File: src/rtl/mips_pkg.sv
// Shared encodings for the multiply/divide path: operation codes driven by the
// control unit and the state encoding of the iterative unit.
package mips_pkg;

    typedef enum logic [1:0] {
        OP_MULT  = 2'b00,
        OP_MULTU = 2'b01,
        OP_DIV   = 2'b10,
        OP_DIVU  = 2'b11
    } op_e;

    typedef enum logic [1:0] {
        IDLE = 2'b00,
        CALC = 2'b01,
        FIX  = 2'b10
    } state_e;

    // Signed variants have op[0] clear, divides have op[1] set.
    function automatic logic op_is_signed(input op_e op);
        return ~op[0];
    endfunction

    function automatic logic op_is_div(input op_e op);
        return op[1];
    endfunction

endpackage

File: src/rtl/unidade_mult_div_datapath.sv
// Iterative magnitude datapath: one shift-add or restoring-divide step per
// clock, plus the combinational sign fix-up of the finished magnitude result.
module unidade_mult_div_datapath
    import mips_pkg::*;
#(
    parameter int WIDTH = 32
) (
    input  logic             clk,
    input  logic             reset_i,
    input  logic             load_i,
    input  logic             step_i,
    input  logic [1:0]       op_i,
    input  logic [WIDTH-1:0] opA_i,
    input  logic [WIDTH-1:0] opB_i,
    output logic [WIDTH-1:0] res_hi_o,
    output logic [WIDTH-1:0] res_lo_o
);

    op_e                 op_in;
    logic                sgn_in;
    logic                a_neg;
    logic                b_neg;
    logic [WIDTH-1:0]    abs_a;
    logic [WIDTH-1:0]    abs_b;

    logic                is_div_q;
    logic                sign_a_q;
    logic                sign_b_q;
    logic                div0_q;
    logic [2*WIDTH-1:0]  acc_q;
    logic [WIDTH-1:0]    opnd_q;

    logic [WIDTH:0]      madd;
    logic [2*WIDTH-1:0]  mult_next;
    logic [WIDTH:0]      partial;
    logic                ge;
    logic [WIDTH-1:0]    rem_new;
    logic [2*WIDTH-1:0]  div_next;

    logic                neg_res;
    logic [2*WIDTH-1:0]  prod_fixed;
    logic [WIDTH-1:0]    quo;
    logic [WIDTH-1:0]    rem;

    assign op_in  = op_e'(op_i);
    assign sgn_in = op_is_signed(op_in);
    assign a_neg  = sgn_in & opA_i[WIDTH-1];
    assign b_neg  = sgn_in & opB_i[WIDTH-1];
    assign abs_a  = a_neg ? -opA_i : opA_i;
    assign abs_b  = b_neg ? -opB_i : opB_i;

    // Multiply: multiplier sits in the low half and is consumed LSB first while
    // the partial product grows in the high half (with carry) and shifts right.
    assign madd      = {1'b0, acc_q[2*WIDTH-1:WIDTH]} + (acc_q[0] ? {1'b0, opnd_q} : '0);
    assign mult_next = {madd, acc_q[WIDTH-1:1]};

    // Divide: high half is the remainder, low half shifts dividend bits out and
    // quotient bits in. The remainder is always below the divisor, so the
    // difference fits back into WIDTH bits.
    assign partial  = acc_q[2*WIDTH-1:WIDTH-1];
    assign ge       = (partial >= {1'b0, opnd_q});
    assign rem_new  = ge ? (partial[WIDTH-1:0] - opnd_q) : partial[WIDTH-1:0];
    assign div_next = {rem_new, acc_q[WIDTH-2:0], ge};

    always_ff @(posedge clk or posedge reset_i) begin
        if (reset_i) begin
            is_div_q <= 1'b0;
            sign_a_q <= 1'b0;
            sign_b_q <= 1'b0;
            div0_q   <= 1'b0;
            acc_q    <= '0;
            opnd_q   <= '0;
        end else if (load_i) begin
            is_div_q <= op_is_div(op_in);
            sign_a_q <= a_neg;
            sign_b_q <= b_neg;
            div0_q   <= (opB_i == '0);
            acc_q    <= {{WIDTH{1'b0}}, abs_a};
            opnd_q   <= abs_b;
        end else if (step_i) begin
            acc_q <= is_div_q ? div_next : mult_next;
        end
    end

    assign neg_res    = sign_a_q ^ sign_b_q;
    assign prod_fixed = neg_res ? -acc_q : acc_q;
    assign quo        = acc_q[WIDTH-1:0];
    assign rem        = acc_q[2*WIDTH-1:WIDTH];

    // A zero divisor leaves the dividend magnitude as remainder, so only the
    // quotient needs forcing; the remainder sign fix restores the raw opA.
    always_comb begin
        res_hi_o = prod_fixed[2*WIDTH-1:WIDTH];
        res_lo_o = prod_fixed[WIDTH-1:0];
        if (is_div_q) begin
            res_hi_o = sign_a_q ? -rem : rem;
            if (div0_q) begin
                res_lo_o = '1;
            end else begin
                res_lo_o = neg_res ? -quo : quo;
            end
        end
    end

endmodule

File: src/rtl/unidade_mult_div.sv
// Multiply/divide unit beside the ALU: owns the control FSM, iteration counter
// and the architectural HI/LO registers; arithmetic lives in the datapath.
module unidade_mult_div
    import mips_pkg::*;
#(
    parameter int WIDTH = 32,
    parameter int CNT_W = 5
) (
    input  logic             clk,
    input  logic             reset,
    input  logic             start,
    input  logic [1:0]       op,
    input  logic [WIDTH-1:0] opA,
    input  logic [WIDTH-1:0] opB,
    input  logic             mthi,
    input  logic             mtlo,
    output logic             busy,
    output logic             done,
    output logic [WIDTH-1:0] hi,
    output logic [WIDTH-1:0] lo
);

    state_e             state_q;
    logic [CNT_W-1:0]   cnt_q;
    logic               busy_q;
    logic               done_q;
    logic [WIDTH-1:0]   hi_q;
    logic [WIDTH-1:0]   lo_q;

    logic               load;
    logic               step;
    logic [WIDTH-1:0]   res_hi;
    logic [WIDTH-1:0]   res_lo;

    assign load = (state_q == IDLE) && start;
    assign step = (state_q == CALC);

    unidade_mult_div_datapath #(
        .WIDTH (WIDTH)
    ) u_datapath (
        .clk      (clk),
        .reset_i  (reset),
        .load_i   (load),
        .step_i   (step),
        .op_i     (op),
        .opA_i    (opA),
        .opB_i    (opB),
        .res_hi_o (res_hi),
        .res_lo_o (res_lo)
    );

    // hi/lo are only written in IDLE (moves) or FIX, so MFHI/MFLO see the old
    // values for the whole of CALC.
    always_ff @(posedge clk or posedge reset) begin
        if (reset) begin
            state_q <= IDLE;
            cnt_q   <= '0;
            busy_q  <= 1'b0;
            done_q  <= 1'b0;
            hi_q    <= '0;
            lo_q    <= '0;
        end else begin
            done_q <= 1'b0;
            case (state_q)
                IDLE: begin
                    if (start) begin
                        cnt_q   <= '0;
                        busy_q  <= 1'b1;
                        state_q <= CALC;
                    end else begin
                        if (mthi) hi_q <= opA;
                        if (mtlo) lo_q <= opA;
                    end
                end
                CALC: begin
                    cnt_q <= cnt_q + 1'b1;
                    if (cnt_q == CNT_W'(WIDTH - 1)) state_q <= FIX;
                end
                FIX: begin
                    hi_q    <= res_hi;
                    lo_q    <= res_lo;
                    done_q  <= 1'b1;
                    busy_q  <= 1'b0;
                    state_q <= IDLE;
                end
                default: state_q <= IDLE;
            endcase
        end
    end

    assign busy = busy_q;
    assign done = done_q;
    assign hi   = hi_q;
    assign lo   = lo_q;

endmodule

File: config.mk
export PLATFORM = sky130hd
export DESIGN_NAME = unidade_mult_div
export DESIGN_NICKNAME = d
export VERILOG_FILES = /design/src/rtl/mips_pkg.sv /design/src/rtl/unidade_mult_div_datapath.sv /design/src/rtl/unidade_mult_div.sv
export SDC_FILE = /design/constraint.sdc
export NUM_CORES = 1
export LEC_CHECK = 0
export CAP_MARGIN = 20
export CORE_ASPECT_RATIO = 1.25
export CORE_MARGIN = 8
export CORE_UTILIZATION = 60
export CTS_CLUSTER_DIAMETER = 30
export DETAILED_ROUTE_END_ITERATION = 6
export PLACE_DENSITY_LB_ADDON = 0.3
export RECOVER_POWER = 100
export SETUP_SLACK_MARGIN = 0.15
export SYNTH_ARGS = -nofsm -noshare
export SYNTH_HDL_FRONTEND = slang
export SYNTH_SLANG_ARGS = --single-unit
export TNS_END_PERCENT = 5
File: constraint.sdc
create_clock -name clk -period 14.4 [get_ports clk]
set_input_delay 1.44 -clock clk [delete_from_list [all_inputs] [get_ports clk]]
set_output_delay 1.44 -clock clk [all_outputs]
set_load 0.02 [all_outputs]
==> flow_summary.json, run 1 <==
{
  "violations": "max-capacitance violations, max-slew violations",
  "cpMaxStageDelayCell": "clkbuf_1",
  "setup_viol": 0,
  "cp_max_fo": 104,
  "dr.pass1.iters": 6,
  "synth_edf_count": 0,
  "rows": 63,
  "dp_hpwl_mm": 34.5,
  "final-hold-violation-count": 0,
  "grt_max_degree": 124,
  "top_level_ports": 137,
  "rsz0062_at_grt": "no",
  "dieArea_mm2": 0.0291,
  "slew_violations": 533,
  "vias": 14100,
  "synth_top_family_by_area": "compound AO/OA/AOI/OAI gates",
  "clock-root-buffer": "clkbuf_16",
  "syn_inst": 1817,
  "clk_pin_slew_ns": 0.07,
  "h-tree-depth": 4,
  "netlist.top_cell.by_area": "dfrtp_1",
  "synth_area_per_cell_um2": 7.88,
  "fmaxAchievable_mhz": 129,
  "yosys.area_share.xor_xnor": 0.103,
  "tritoncts": "yes",
  "clock-sinks": 173,
  "yosysMostFrequentCell": "o21ai_0",
  "numCtsBuffers": 17,
  "worstMarginPinSlew_ns": 4.74,
  "crit_start": "reset",
  "arrival_ns": 7.47,
  "yosys_warnings": 0,
  "fillers": 2009,
  "num_antenna_cells": 0,
  "postSynth.asyncResetShare": 1.00,
  "synth_cell_types": 71,
  "route.detailed.drc": 0,
  "critPathCaptureType": "asynchronous set/reset pin",
  "cp-endpoint": "u_datapath.acc_q[62]$_DFFE_PP0P_",
  "synth.net_count": 1960,
  "synth_commonest_cells": "206 x o21ai_0, 205 x nand2_1, 173 x dfrtp_1, 157 x a21oi_1, 143 x nor2_1",
  "yosysSeqAreaShare": 0.303,
  "drt_iter0_drc": 1186,
  "path_buf_inv": 3,
  "synth_compound_area_frac": 0.257,
  "vdd_ir_drop_max_mv": 0.126,
  "r2r-start": "state_q[0]$_DFFE_PP0P_",
  "synthMuxAreaShare": 0.0416,
  "clock_skew_ns": 0.0115,
  "relSlewSlack": -2.18,
  "crit_chain": "dlygate4sd3_1, clkinvlp_2, clkbuf_1",
  "netlist_area_mm2": 0.0143,
  "yosys.area_share.simple": 0.184,
  "setup-tns-final_ns": 0,
  "regToRegEndpoint": "u_datapath.acc_q[60]$_DFFE_PP0P_",
  "critPathTopFamily": "buffers and inverters",
  "drive_above_1_share": 0.0360,
  "clk_latency_ns": 0.45,
  "grt_pass1_vias": 13800,
  "die_y_um": 189,
  "grtUsageTotal": 0.314,
  "yosys-top-cells-area": "dfrtp_1 30%, o21ai_0 7.2%, ha_1 6.1%",
  "reg2reg_slack_ns": 7.97,
  "synth-adder-area-share": 0.0640,
  "clk_path_buf_depth": 2,
  "finalPower_mw": 4.55,
  "post-route-period-util": 0.539,
  "crit_cells": 3,
  "cts_setup_buffers": 0,
  "p_leak_nw": 6.83,
  "finalInstanceArea_mm2": 0.0163,
  "grt_overflow": 0,
  "initial_core_util": 0.607,
  "synth_flop_cell": "dfrtp_1",
  "routedWlPerCell_um": 21.3,
  "num-nets-final": 2019,
  "hold_buffers": 0,
  "hold_path_class": "reg2reg",
  "die_x_um": 154,
  "cp.required_ns": 14.10,
  "synth.top_cell.area_share": 0.303,
  "post_cts_resized": 0,
  "io_buffers": 136,
  "status": "complete, but fails checks",
  "place.gp.congestion": 0.971,
  "post-route-min-period_ns": 7.77,
  "grt_pass1_wl_mm": 73.1,
  "core_mm2": 0.0236,
  "antenna_found_initial": 0,
  "r2r_cells": 5,
  "placed_cell_area_mm2": 0.0157,
  "start_kind": "input pin",
  "vias_per_cell": 6.47,
  "p_per_area_mw_per_mm2": 279,
  "cpPeakStageDelay_ns": 2.77,
  "ant_nets": 0,
  "criticalPathCategory": "in2async",
  "max_cap_violations": 8,
  "syn2layout_area_growth_pct": 13.9,
  "yosys_register_bits": 173,
  "finalWirelength_mm": 46.4
}
==> how the worst min path moves through the flow <==
stage	from	end	slack [ns]	cells past startpoint
final	lo[27]$_DFFE_PP0P_	lo[27]$_DFFE_PP0P_	0.47	2
after CTS	lo[19]$_DFFE_PP0P_	lo[19]$_DFFE_PP0P_	0.48	2
after global placement	busy$_DFFE_PP0P_	busy$_DFFE_PP0P_	0.46	2
after floorplan	u_datapath.div0_q$_DFFE_PP0P_	u_datapath.div0_q$_DFFE_PP0P_	0.45	2
after detailed placement	lo[10]$_DFFE_PP0P_	lo[10]$_DFFE_PP0P_	0.47	2
after global routing	u_datapath.opnd_q[18]$_DFFE_PP0P_	u_datapath.opnd_q[18]$_DFFE_PP0P_	0.49	2
==> worst min-delay path: stages, from the launching register on <==
cell	delay (ns)
dfrtp_1	0.34
nand2_1	0.04
o21ai_0	0.06
==> report_power, final <==
| group | internal (mW) | total [mW] | switching [mW] |
|---|---|---|---|
| combinational | 1.27 | 3.01 | 1.73 |
| clock | 0.261 | 0.468 | 0.207 |
| sequential | 0.728 | 1.08 | 0.351 |
| total | 2.26 | 4.55 | 2.29 |
==> routing by layer <==
| metal | share of wire | vias up | track usage |
|---|---|---|---|
| met1 | 0.38 | 6622 | 0.361 |
| met4 | 0.061 | 0 | 0.190 |
| met5 | 0 | - | 0 |
| met2 | 0.49 | 666 | 0.544 |
| li1 | - | 6666 | - |
| met3 | 0.074 | 146 | 0.0440 |
==> final cells by class <==
type	count	area [µm²]	share of cell area
clock buffer	19	443	0.0272
clock inverter	12	136	0.00837
inverter	65	245	0.0150
multi-input combinational	1465	9300	0.571
sequential	173	4330	0.266
tap	292	365	0.0224
timing repair buffer	154	1480	0.0906
==> placed cells by master (no fill, tap or decap), types with 16 or more instances in the layout <==
cell,n
o21ai_0,206
dfrtp_1,172
clkbuf_16,17
o22ai_1,38
o31ai_1,23
nand2_1,205
clkdlybuf4s50_1,64
ha_1,70
nand3_1,25
or3_1,21
nor3_1,35
mux2i_1,55
xnor2_1,97
a21oi_1,157
o211ai_1,33
nand4_1,16
nand2b_1,25
dlygate4sd3_1,72
a21o_1,25
xor2_1,71
inv_1,63
nor2_1,142
nor4_1,21
==> state kept, by name, indices dropped and copies added (netlist names), 2 cells and up <==
name,cells
u_datapath.acc_q,64
hi,32
lo,32
u_datapath.opnd_q,32
cnt_q,5
state_q,2
==> logic make-up (layout without fill, tap and decap cells) <==
logic type | count (synthesis) | count (layout)
compound gates | 605 | 605
xor+xnor | 169 | 169
fa+ha+maj | 72 | 72
buf+inv | 179 | 250
flops | 173 | 173
mux | 59 | 59
simple gates | 560 | 560
==> through the flow <==
stage	hold slack, ns	setup slack (ns)	utilization	cells
after floorplan	0.449	8.27	-	1817
after global placement	0.459	9.87	0.668	2144
after detailed placement	0.469	9.84	0.668	2145
after CTS	0.484	10.23	0.693	2176
after global routing	0.492	5.39	0.692	2180
final	0.471	6.63	0.692	2180
No activity file was read; power rests on OpenSTA's default activity.
==> run 2, diff against run 1 <==
- CORE_UTILIZATION: 60 -> 59
- clock period: 14.4 -> 8 ns (I/O delays scaled with it)
==> flow_summary.json, run 2 (synthesized netlist as in run 1, its figures left out) <==
{
  "violations": "max-capacitance violations, max-slew violations",
  "final_common_cell": "o21ai_0",
  "top_level_ports": 137,
  "start_kind": "input pin",
  "clock-root-buffer": "clkbuf_16",
  "clk_path_buf_depth": 2,
  "place_inst": 2178,
  "routedWlPerCell_um": 20.8,
  "core_mm2": 0.0238,
  "finalWirelength_mm": 46.1,
  "route.detailed.drc": 0,
  "numCtsBuffers": 17,
  "io_buffers": 136,
  "p_leak_nw": 6.82,
  "final_cells": 2213,
  "antenna_found_initial": 0,
  "grtUsageTotal": 0.310,
  "setup_viol": 0,
  "num_antenna_cells": 0,
  "dr.pass1.iters": 5,
  "grt_pass1_vias": 13700,
  "drive_above_1_share": 0.0371,
  "post-route-min-period_ns": 5.33,
  "arrival_ns": 5.46,
  "rows": 63,
  "dp_hpwl_mm": 34.7,
  "setup-tns-final_ns": 0,
  "h-tree-depth": 4,
  "grt_overflow": 0,
  "vias_per_cell": 6.33,
  "post-route-period-util": 0.667,
  "largest_register": "u_datapath.acc_q",
  "cp_max_fo": 113,
  "relSlewSlack": -1.95,
  "clock_skew_ns": 0.0126,
  "final-hold-violation-count": 0,
  "cp.required_ns": 8.12,
  "ant_nets": 0,
  "criticalPathCategory": "in2reg",
  "vias": 14000,
  "post_cts_resized": 0,
  "clk_latency_ns": 0.45,
  "critPathCaptureType": "register",
  "hold_path_class": "reg2reg",
  "status": "complete, but fails checks",
  "grt_pass1_wl_mm": 72.4,
  "dieArea_mm2": 0.0295,
  "die_y_um": 190,
  "vdd_ir_drop_max_mv": 0.222,
  "drt_iter0_drc": 1266,
  "rsz0062_at_grt": "no",
  "fmaxAchievable_mhz": 188,
  "final_cell_mix": "206 x o21ai_0, 205 x nand2_1, 172 x dfrtp_1",
  "grt_max_degree": 114,
  "cts_setup_buffers": 0,
  "slew_violations": 326,
  "p_per_area_mw_per_mm2": 503,
  "place.gp.congestion": 1.09,
  "largest_register_ffs": 64,
  "initial_core_util": 0.601,
  "max_cap_violations": 4,
  "clock-sinks": 173,
  "syn2layout_area_growth_pct": 14.2,
  "clk_pin_slew_ns": 0.07,
  "hold_buffers": 0,
  "die_x_um": 155,
  "fillers": 2023,
  "final_util": 0.686,
  "tritoncts": "yes",
  "worstMarginPinSlew_ns": 4.42,
  "num-nets-final": 2019
}
-- run 2: final cells by class --
class / count / area [µm²] / area share
clock buffer: 19 / 443 / 0.0271
clock inverter: 12 / 114 / 0.00697
inverter: 65 / 245 / 0.0150
multi-input combinational: 1465 / 9300 / 0.569
sequential: 173 / 4330 / 0.265
tap: 325 / 407 / 0.0249
timing repair buffer: 154 / 1500 / 0.0916
-- run 2: worst paths after layout --
| path | from | to | slack (ns) | cells past startpoint |
|---|---|---|---|---|
| setup / recovery | start | u_datapath.opnd_q[15]$_DFFE_PP0P_ | 2.67 | 5 |
| hold / removal | lo[30]$_DFFE_PP0P_ | lo[30]$_DFFE_PP0P_ | 0.47 | 2 |
| setup reg to reg | u_datapath.acc_q[57]$_DFFE_PP0P_ | u_datapath.acc_q[58]$_DFFE_PP0P_ | 3.00 | 10 |
| hold reg to reg | lo[30]$_DFFE_PP0P_ | lo[30]$_DFFE_PP0P_ | 0.47 | 2 |
| max in group asynchronous | reset | u_datapath.acc_q[63]$_DFFE_PP0P_ | 3.45 | 3 |
| min in group asynchronous | reset | lo[30]$_DFFE_PP0P_ | 2.12 | 2 |
-- run 2: layer usage --
| metal | vias to the layer above | global-route usage | routed length (µm) |
|---|---|---|---|
| li1 | 6671 | - | - |
| met1 | 6516 | 0.355 | 17400 |
| met2 | 685 | 0.537 | 22400 |
| met3 | 147 | 0.0536 | 3660 |
| met4 | 0 | 0.182 | 2570 |
| met5 | - | 0 | 0 |
-- run 2: where the power goes --
group | total, mW | switching [mW] | internal (mW) | leakage [nW]
Clock | 0.806 | 0.369 | 0.436 | 0.251
Combinational | 5.52 | 3.24 | 2.28 | 4.50
Sequential | 1.89 | 0.582 | 1.31 | 2.07
Total | 8.22 | 4.19 | 4.03 | 6.82
-- run 2: stage by stage --
step	power, mW	cell area, µm²	hold slack [ns]	setup slack (ns)
finish	8.22	16300	0.473	2.67
CTS	8.15	16300	0.484	3.64
global placement	7.22	15800	0.461	3.65
detailed placement	7.31	15800	0.469	3.67
global route	8.80	16300	0.487	2.03
floorplan	5.73	14300	0.449	2.51
-- run 2: critical path: stages --
cell and delay, ns:
dlygate4sd3_1 0.53, inv_1 0.10, or3_1 0.34, clkbuf_1 3.12, o21ai_0 0.51
==> run 3, diff against run 2 <==
- clock period: 8 -> 5.2 ns (I/O delays scaled with it)
==> flow_summary.json, run 3 (synthesized netlist as in run 1, its figures left out) <==
{
  "status": "complete, but fails checks",
  "violations": "max-capacitance violations, max-slew violations",
  "dieArea_mm2": 0.0295,
  "post_cts_resized": 0,
  "syn2layout_area_growth_pct": 14.7,
  "initial_core_util": 0.601,
  "fmaxAchievable_mhz": 222,
  "min_from": "lo[18]$_DFFE_PP0P_",
  "final_cell_mix": "206 x o21ai_0, 205 x nand2_1, 172 x dfrtp_1",
  "setup_slack_ns": 0.699,
  "clock_skew_ns": 0.0113,
  "regArea_mm2": 0.00433,
  "grt_overflow": 0,
  "switching_power_mw": 6.43,
  "grt_pass1_wl_mm": 74.0,
  "setup_viol": 0,
  "relSlewSlack": -0.777,
  "dr.pass1.iters": 5,
  "swShare": 0.508,
  "vias": 14200,
  "drive_above_1_share": 0.0406,
  "numCtsBuffers": 17,
  "p_per_area_mw_per_mm2": 771,
  "rsz0062_at_grt": "no",
  "slew_violations": 129,
  "num_antenna_cells": 0,
  "final_util": 0.690,
  "num-nets-final": 2029,
  "antenna_found_initial": 0,
  "io_buffers": 136,
  "cpPeakStageDelay_ns": 0.91,
  "dp_hpwl_mm": 35.9,
  "fillers": 1993,
  "h-tree-depth": 4,
  "place.gp.congestion": 1.02,
  "rows": 63,
  "clock-root-buffer": "clkbuf_16",
  "final-hold-violation-count": 0,
  "path_buf_inv": 2,
  "seq_power_share": 0.231,
  "cp_max_fo": 25,
  "tritoncts": "yes",
  "routedWlPerCell_um": 21.3,
  "setup-tns-final_ns": 0,
  "largest_register_ffs": 64,
  "clk_latency_ns": 0.45,
  "vdd_ir_drop_max_mv": 0.312,
  "die_y_um": 190,
  "crit_path_frequent_cell": "a21oi_1",
  "post-route-period-util": 0.866,
  "combPwrFrac": 0.669,
  "drt_iter0_drc": 1093,
  "multi_input_area_mm2": 0.00929,
  "cts_setup_buffers": 0,
  "core_mm2": 0.0238,
  "critPathTopFamily": "compound AO/OA/AOI/OAI gates",
  "largest_register": "u_datapath.acc_q",
  "post-route-min-period_ns": 4.50,
  "cp.required_ns": 5.53,
  "finalWirelength_mm": 47.3,
  "p_int_mw": 6.23,
  "r2r-start": "u_datapath.acc_q[57]$_DFFE_PP0P_",
  "criticalPathCategory": "reg2reg",
  "clk_pin_slew_ns": 0.07,
  "p_leak_nw": 6.90,
  "clkPwrFrac": 0.100,
  "hold_buffers": 0,
  "top_level_ports": 137,
  "hold_path_class": "reg2reg",
  "critPathCaptureType": "register",
  "grtUsageTotal": 0.317,
  "vias_per_cell": 6.37,
  "clock-sinks": 173,
  "cpMaxStageDelayCell": "a2111oi_0",
  "arrival_ns": 4.83,
  "ant_nets": 0,
  "grt_pass1_vias": 13700,
  "clk_path_buf_depth": 2,
  "max_cap_violations": 3,
  "start_kind": "register",
  "route.detailed.drc": 0,
  "grt_max_degree": 124,
  "crit_chain": "ha_1, a21o_1, a21oi_1, o21ai_0, a2111oi_0, nand2_1, clkbuf_2, buf_4, mux2i_1, a21oi_1, a22o_1",
  "place_ws_ns": 1.19,
  "crit_start": "u_datapath.acc_q[57]$_DFFE_PP0P_",
  "worstMarginPinSlew_ns": 2.66,
  "die_x_um": 155,
  "final_common_cell": "o21ai_0"
}
-- run 3: power by group through the flow --
stage                     Clock (mW)  Combinational, mW  Sequential (mW)
after floorplan                    0               6.01             2.80
after global placement             0               8.28             2.88
after detailed placement           0               8.37             2.91
after CTS                       1.27               8.42             2.89
after global routing            1.32               9.24             3.00
final                           1.26               8.47             2.92
-- run 3: layer usage --
layer | up-vias | part of all wire | global-route usage
li1 | 6700 | - | -
met1 | 6557 | 0.37 | 0.360
met2 | 725 | 0.48 | 0.547
met3 | 169 | 0.079 | 0.0499
met4 | 0 | 0.064 | 0.210
met5 | - | 0 | 0
-- run 3: tightest hold or removal path, stage by stage (launching register included) --
cell and delay, ns:
dfrtp_1 0.33, nand2_1 0.05, o21ai_0 0.06
-- run 3: area by class of cell --
class / instances / area share
Multi-Input combinational cell: 1465 / 0.566
Tap cell: 325 / 0.0248
Inverter: 65 / 0.0149
Sequential cell: 173 / 0.264
Clock inverter: 9 / 0.00534
Timing Repair Buffer: 164 / 0.0963
Clock buffer: 22 / 0.0289
-- run 3: final timing paths --
kind	endpoint	slack (ns)	depth (start not counted)
max in group asynchronous	hi[23]$_DFFE_PP0P_	2.75	3
worst max register to register	u_datapath.acc_q[52]$_DFFE_PP0P_	0.70	11
worst min-delay path	lo[18]$_DFFE_PP0P_	0.47	2
worst min register to register	lo[18]$_DFFE_PP0P_	0.47	2
worst max-delay path	u_datapath.acc_q[52]$_DFFE_PP0P_	0.70	11
min in group asynchronous	lo[28]$_DFFE_PP0P_	0.89	2
-- run 3: stage by stage --
step	std cells	cell area, µm²	hold slack [ns]	total power, mW
2_1_floorplan	1817	14300	0.449	8.81
3_3_place_gp	2189	15900	0.460	11.2
3_5_place_dp	2189	15900	0.469	11.3
4_1_cts	2220	16400	0.484	12.6
5_1_grt	2223	16400	0.485	13.6
6_report	2223	16400	0.472	12.7
